===== src/rtl/seq_alu.sv =====
// rtl/seq_alu.sv - registered eight-op ALU with an iterative restoring divider
// Start/busy/done handshake; every output comes straight from a flop.
module seq_alu #(
  parameter int WIDTH = 16,
  parameter int CNT_W = $clog2(WIDTH) + 1
) (
  input  logic             clk,
  input  logic             rst,
  input  logic             start,
  input  logic [WIDTH-1:0] a,
  input  logic [WIDTH-1:0] b,
  input  logic [2:0]       select,
  output logic             busy,
  output logic             done,
  output logic [WIDTH-1:0] result,
  output logic [WIDTH-1:0] remainder,
  output logic             zero,
  output logic             div_by_zero
);

  typedef enum logic {
    IDLE   = 1'b0,
    DIVIDE = 1'b1
  } state_t;

  localparam logic [2:0]       OP_DIV   = 3'b111;
  localparam logic [CNT_W-1:0] CNT_LOAD = CNT_W'(WIDTH);

  state_t           state_q, state_d;
  logic [CNT_W-1:0] cnt_q, cnt_d;
  logic [WIDTH-1:0] dvd_q, dvd_d;
  logic [WIDTH-1:0] dvs_q, dvs_d;
  logic [WIDTH-1:0] prem_q, prem_d;
  logic             busy_q, busy_d;
  logic             done_q, done_d;
  logic [WIDTH-1:0] result_q, result_d;
  logic [WIDTH-1:0] remainder_q, remainder_d;
  logic             zero_q, zero_d;
  logic             dbz_q, dbz_d;

  logic [WIDTH-1:0] logic_res;
  logic [WIDTH:0]   shifted;
  logic             step_ge;
  logic [WIDTH-1:0] step_rem;
  logic [WIDTH-1:0] step_quo;

  always_comb begin
    logic_res = '0;
    case (select)
      3'b000:  logic_res = a & b;
      3'b001:  logic_res = ~(a & b);
      3'b010:  logic_res = a | b;
      3'b011:  logic_res = ~(a | b);
      3'b100:  logic_res = a ^ b;
      3'b101:  logic_res = ~(a ^ b);
      3'b110:  logic_res = ~a;
      default: logic_res = '0;
    endcase
  end

  // One restoring step: the quotient bit is shifted into the vacated dividend LSB.
  always_comb begin
    shifted  = {prem_q, dvd_q[WIDTH-1]};
    step_ge  = (shifted >= {1'b0, dvs_q});
    step_rem = step_ge ? (shifted[WIDTH-1:0] - dvs_q) : shifted[WIDTH-1:0];
    step_quo = {dvd_q[WIDTH-2:0], step_ge};
  end

  always_comb begin
    state_d     = state_q;
    cnt_d       = cnt_q;
    dvd_d       = dvd_q;
    dvs_d       = dvs_q;
    prem_d      = prem_q;
    busy_d      = busy_q;
    done_d      = 1'b0;
    result_d    = result_q;
    remainder_d = remainder_q;
    zero_d      = zero_q;
    dbz_d       = dbz_q;

    case (state_q)
      IDLE: begin
        if (start) begin
          if (select != OP_DIV) begin
            result_d    = logic_res;
            remainder_d = '0;
            zero_d      = (logic_res == '0);
            dbz_d       = 1'b0;
            done_d      = 1'b1;
          end else if (b == '0) begin
            result_d    = '0;
            remainder_d = '0;
            zero_d      = 1'b1;
            dbz_d       = 1'b1;
            done_d      = 1'b1;
          end else begin
            dvd_d   = a;
            dvs_d   = b;
            prem_d  = '0;
            cnt_d   = CNT_LOAD;
            busy_d  = 1'b1;
            state_d = DIVIDE;
          end
        end
      end

      DIVIDE: begin
        prem_d = step_rem;
        dvd_d  = step_quo;
        cnt_d  = cnt_q - 1'b1;
        if (cnt_q == CNT_W'(1)) begin
          result_d    = step_quo;
          remainder_d = step_rem;
          zero_d      = (step_quo == '0);
          dbz_d       = 1'b0;
          done_d      = 1'b1;
          busy_d      = 1'b0;
          state_d     = IDLE;
        end
      end

      default: begin
        state_d = IDLE;
        busy_d  = 1'b0;
      end
    endcase
  end

  always_ff @(posedge clk or posedge rst) begin
    if (rst) begin
      state_q     <= IDLE;
      cnt_q       <= '0;
      dvd_q       <= '0;
      dvs_q       <= '0;
      prem_q      <= '0;
      busy_q      <= 1'b0;
      done_q      <= 1'b0;
      result_q    <= '0;
      remainder_q <= '0;
      zero_q      <= 1'b0;
      dbz_q       <= 1'b0;
    end else begin
      state_q     <= state_d;
      cnt_q       <= cnt_d;
      dvd_q       <= dvd_d;
      dvs_q       <= dvs_d;
      prem_q      <= prem_d;
      busy_q      <= busy_d;
      done_q      <= done_d;
      result_q    <= result_d;
      remainder_q <= remainder_d;
      zero_q      <= zero_d;
      dbz_q       <= dbz_d;
    end
  end

  assign busy        = busy_q;
  assign done        = done_q;
  assign result      = result_q;
  assign remainder   = remainder_q;
  assign zero        = zero_q;
  assign div_by_zero = dbz_q;

endmodule


===== config.mk =====
export PLATFORM = sky130hd
export DESIGN_NAME = seq_alu
export DESIGN_NICKNAME = d
export VERILOG_FILES = /design/src/rtl/seq_alu.sv
export SDC_FILE = /design/constraint.sdc
export NUM_CORES = 1
export LEC_CHECK = 0
export CAP_MARGIN = 20
export CORE_MARGIN = 10
export CORE_UTILIZATION = 40
export CTS_BUF_LIST = sky130_fd_sc_hd__clkbuf_16
export CTS_CLUSTER_SIZE = 10
export DETAILED_ROUTE_END_ITERATION = 8
export HOLD_SLACK_MARGIN = 0.02
export PLACE_DENSITY = 0.59
export REMOVE_ABC_BUFFERS = 1
export SKIP_CTS_REPAIR_TIMING = 1
export SLEW_MARGIN = 20
export SYNTH_ARGS = -nofsm -noshare
export SYNTH_HDL_FRONTEND = slang
export SYNTH_SLANG_ARGS = --single-unit

===== constraint.sdc =====
create_clock -name clk -period 4.1 [get_ports clk]
set_clock_uncertainty 0.2 [all_clocks]
set_input_delay 0.82 -clock clk [delete_from_list [all_inputs] [get_ports clk]]
set_output_delay 0.82 -clock clk [all_outputs]
set_load 0.02 [all_outputs]

# Word-level counts from Yosys, hierarchy flattened
# Index checks and enable logic that the tools add are counted.
[word_totals]
inputBits = 38
elab_cells = 91
register_bits = 90
out_inout_bits = 36
[classes]
bitwise_logic = 10
n_reduce_logical = 8
magnitude_cmp = 1
n_mux = 46
n_eq_ne = 13
n_addsub = 2
[op_table]
columns = ["cell", "count"]
rows = [
  ["$mux 16", 14],
  ["$pmux 16 s2", 4],
  ["$pmux 16 s7", 1],
  ["$not 16->16", 4],
  ["$logic_not 16->1", 3],
  ["$mux 1", 18],
  ["$ge 17x16->1", 1],
  ["$and 16x16->16", 1],
  ["$or 16x16->16", 1],
  ["$sub 16x16->16", 1],
  ["$xor 16x16->16", 1],
  ["$mux 5", 3],
  ["$pmux 1 s2", 5],
  ["$pmux 5 s2", 1],
  ["$eq 3x3->1 const B", 3],
  ["$reduce_and 4->1", 2],
  ["$eq 3x2->1 const B", 2],
  ["$ne 2x2->1 const B", 3],
  ["$ne 3x3->1 const B", 2],
  ["$reduce_and 3->1", 2],
  ["$eq 5x1->1 const B", 1],
  ["$sub 5x1->5 const B", 1],
  ["$eq 3x1->1 const B", 1],
  ["$logic_not 3->1", 1],
  ["2 further kinds", 4],
]

# Longest topological paths before layout
[logic_depth]
depth_word = 7
ltp_mapped = 12
ltp_nobuf = 10

# Worst setup path before layout
# OpenSTA, ideal clock, no wires.
[synth_path]
path_kind = "reg-to-reg"
startpoint = "register dvd_q[15]"
endpoint = "register prem_q[14]"
path_slack_ns = 1.401
period_less_slack_ns = 2.699
arrival_time_ns = 2.378
n_path_buf = 0
t_required_ns = 3.779
stages_incl_launch_ff = 11
setup_time_ns = 0.121
path_cell_list = "dfrtp_1 > inv_1 > ha_1 > fa_1 > inv_1 > a21o_1 > a221oi_2 > a211oi_1 > mux2_1 > mux2_2 > a22o_1"
[synth_via]
elab_chain_len = 3
word_cells_on_any_way = 4
classes_between = "1 x add/sub; 1 x order compare; 2 x mux"
[synth_lines]
columns = ["element", "line", "rtl"]
rows = [
  ["start: declaration", "31", "logic [WIDTH-1:0] dvd_q, dvd_d;"],
  ["start signal: assignment", "146", "dvd_q <= dvd_d;"],
  ["$sub 16x16->16 or $ge 17x16->1 (tied branches)", "65, 64", ""],
  ["$mux 16 (*)", "65", "step_rem = step_ge ? (shifted[WIDTH-1:0] - dvs_q) : shifted[WIDTH-1:0];"],
  ["$pmux 16 s2 (*)", "82", "case (state_q)"],
  ["end signal: assignment", "148", "prem_q <= prem_d;"],
  ["end: declaration", "33", "logic [WIDTH-1:0] prem_q, prem_d;"],
]
# Every way passes the cells marked *; elsewhere a longest branch is shown, timed or not.
# A chain may end at the register's enable or synchronous reset.

# Final worst setup path
[layout_path]
startpoint = "register prem_q[7]"
endpoint = "register prem_q[14]"
[layout_via]
elab_chain_len = 3
word_cells_on_any_way = 4
classes_between = "1 x add/sub; 1 x order compare; 2 x mux"
[layout_lines]
columns = ["element", "line"]
rows = [
  ["$sub 16x16->16 or $ge 17x16->1 (tied branches)", "65, 64"],
  ["$mux 16 (*)", "65"],
  ["$pmux 16 s2 (*)", "82"],
]
# Marked as above.

==> results.cfg <==
[route]
wl_um = 19160
first_pass_iters = 5
vias_per_cell = 5.564
drc_errors = 0
vias = 5581
drt_iter0_drc = 453
detail_route.wl_per_cell_um = 19.10
antenna_left = 0

[worst_setup_path]
r2r_setup_slack_ns = 0.86
criticalPathCategory = flip-flop to flip-flop
cp_max_fo = 11
end_kind = flip-flop
crit_path_start_kind = flip-flop
r2r_cells = 8
critPathRequiredTime_ns = 4.13
worst_ep_arrival_time_ns = 3.28

[logic_synthesis]
ys_seq_area_share_pct = 35.45
synth_top_family_by_area = compound AO/OA/AOI/OAI gates
synth_xor_area_share_pct = 4.411
ys_types = 72
postSynthAreaPerCell_um2 = 8.752
yosysTopAreaCell = dfrtp_1
synth_enable_flop_cells = 0
synthAdderAreaFrac_pct = 10.16
synth_top_area_share_pct = 35.45
synth-seq-cells = 90
yosys-mux-area-fraction_pct = 5.337
synth_cells = 726
synth_warnings = 0
synth_area_mm2 = 0.006354
async_flop_share_pct = 100.0
synth-simple-area-share_pct = 14.30
synthFlopType = dfrtp_1
synthTopCellsByArea = dfrtp_1 (35%), ha_1 (9.8%), a21oi_1 (4.3%)
synth-compound-area-share_pct = 22.71

[power]
p_per_area_mw_per_mm2 = 829.9
peakVddDrop_uv = 334.0
p_leak_uw = 0.003420

[sta]
rsz0062_at_grt = false
slew_headroom_pct = 43.61
setup_viol = 0
final_hold_viol_count = 0
worst_pin_slew_ns = 0.8449
final_max_slew_viol_count = 0
max_freq_mhz = 308.3
fin_crit_ns = 3.243
fin_crit_sh_pct = 79.11

[cells_and_area]
synthToLayoutAreaGrowth_pct = 18.65
final_common_cell = dfrtp_1
fin_area_mm2 = 0.007538
layout_common_cells = dfrtp_1 (90), clkdlybuf4s50_1 (71), inv_1 (70)
layout-drive-gt1-share_pct = 7.243
fin_util_pct = 47.98
fillers = 1495
final_cells = 1003
antennaDiodeCount = 0
final_nets = 871

[global_route]
grt_max_degree = 49
grtUsageTotal_pct = 17.88
grt_pass1_vias = 5510
grt_first_pass_wirelength_um = 30930
antenna_found_initial = 0
grt_overflow = 0

[clock_network]
cts_tree = yes
clkSinkCount = 90
path_clk_slew_ns = 0.06
cts.path.max_buffers = 2
cts_root_buf = clkbuf_16
worstSkewPairLatency_ns = 0.35
numCtsBuffers = 9
h-tree-depth = 3

[placement]
placedCellCount = 987
hpwlAfterDp_um = 14150
placed_area_mm2 = 0.007244
portBuffers = 73
place_congestion = 0.8772

[floorplanning]
core-area_mm2 = 0.01571
boundaryPins = 74
die_area_mm2 = 0.02132
rows = 46
fp.dieW_um = 146.0
dieHeight_um = 146.0
start_util_pct = 40.44

[run_status]
status = finished, final reports clean

[hold_path]
min_path_cells = 2
hold_path.class = flip-flop to flip-flop

[run]
drv_cap = 0
kinds of logic (layout without fill, tap and decap cells):
group	Yosys count	in the layout
AOI/OAI and AO/OA	214	214
muxes	31	31
adders and majority gates	51	51
xor gates and xnor gates	32	32
buffers and inverters	113	174
and+or+nand+nor	195	195
DFF	90	90
layout make-up:
class	instances	area (um2)	share of cell area [%]
multi-input cells	523	3628	48.13
clock buffers	9	225.2	2.988
well taps	216	270.3	3.585
inverters	71	267.8	3.552
flip-flops and latches	90	2252	29.88
repair buffers	87	825.8	10.95
clock inverters	7	68.82	0.9129
registers in the layout (all words and copies together), names as in the netlist:
register,cells
dvd_q,16
dvs_q,16
prem_q,16
remainder,16
result,16
cnt_q,5
busy,1
div_by_zero,1
done,1
state_q,1
zero,1
power breakdown:
group	switching, uW	internal, uW
logic	2180	1620
registers	295	1320
clock network	371	473
worst paths after layout:
kind,startpoint,to
max,prem_q[7]$_DFFE_PP0P_,prem_q[14]$_DFFE_PP0P_
min,remainder[15]$_DFFE_PP0P_,remainder[15]$_DFFE_PP0P_
max reg2reg,prem_q[7]$_DFFE_PP0P_,prem_q[14]$_DFFE_PP0P_
min reg2reg,remainder[15]$_DFFE_PP0P_,remainder[15]$_DFFE_PP0P_
max in group asynchronous,rst,remainder[6]$_DFFE_PP0P_
min in group asynchronous,rst,result[13]$_DFFE_PP0P_
worst max-delay path: stages (launching register included):
cell and delay (ns):
dfrtp_1 0.40, ha_1 0.44, nand4_1 0.16, or4_1 0.58, nand3_2 0.12, nand2b_1 0.35, nand2_8 0.28, mux2_2 0.37
a22o_1 0.23
layer usage:
| metal | GRT usage [%] | wire (um) | part of all wire (%) |
|---|---|---|---|
| met1 | 25.83 | 9279 | 48 |
| met2 | 26.44 | 8511 | 44 |
| met3 | 2.998 | 1026 | 5.4 |
| met4 | 5.806 | 340 | 1.8 |
| met5 | 0 | 0 | 0 |
synthesized netlist by cell type, drive strengths merged (11+ instances only):
cell type,count
dfrtp,90
inv,70
nand2,70
nor2,56
a21oi,55
o21ai,53
ha,50
clkbuf,25
mux2i,23
xnor2,22
a22o,21
buf,17
o31ai,13
nand3,12
nor3,12
nand2b,11
through the flow:
stage	setup slack (ns)	TNS, ns	power, uW	hold slack (ns)
floorplan	-0.1498	-0.3330	4224	0.2459
global placement	0.5699	0	5309	0.2703
detailed placement	0.5576	0	5394	0.2709
CTS	0.8531	0	6250	0.2854
global route	0.7075	0	6775	0.3119
finish	0.8567	0	6256	0.2814
Power figures use the tool's default switching activity.
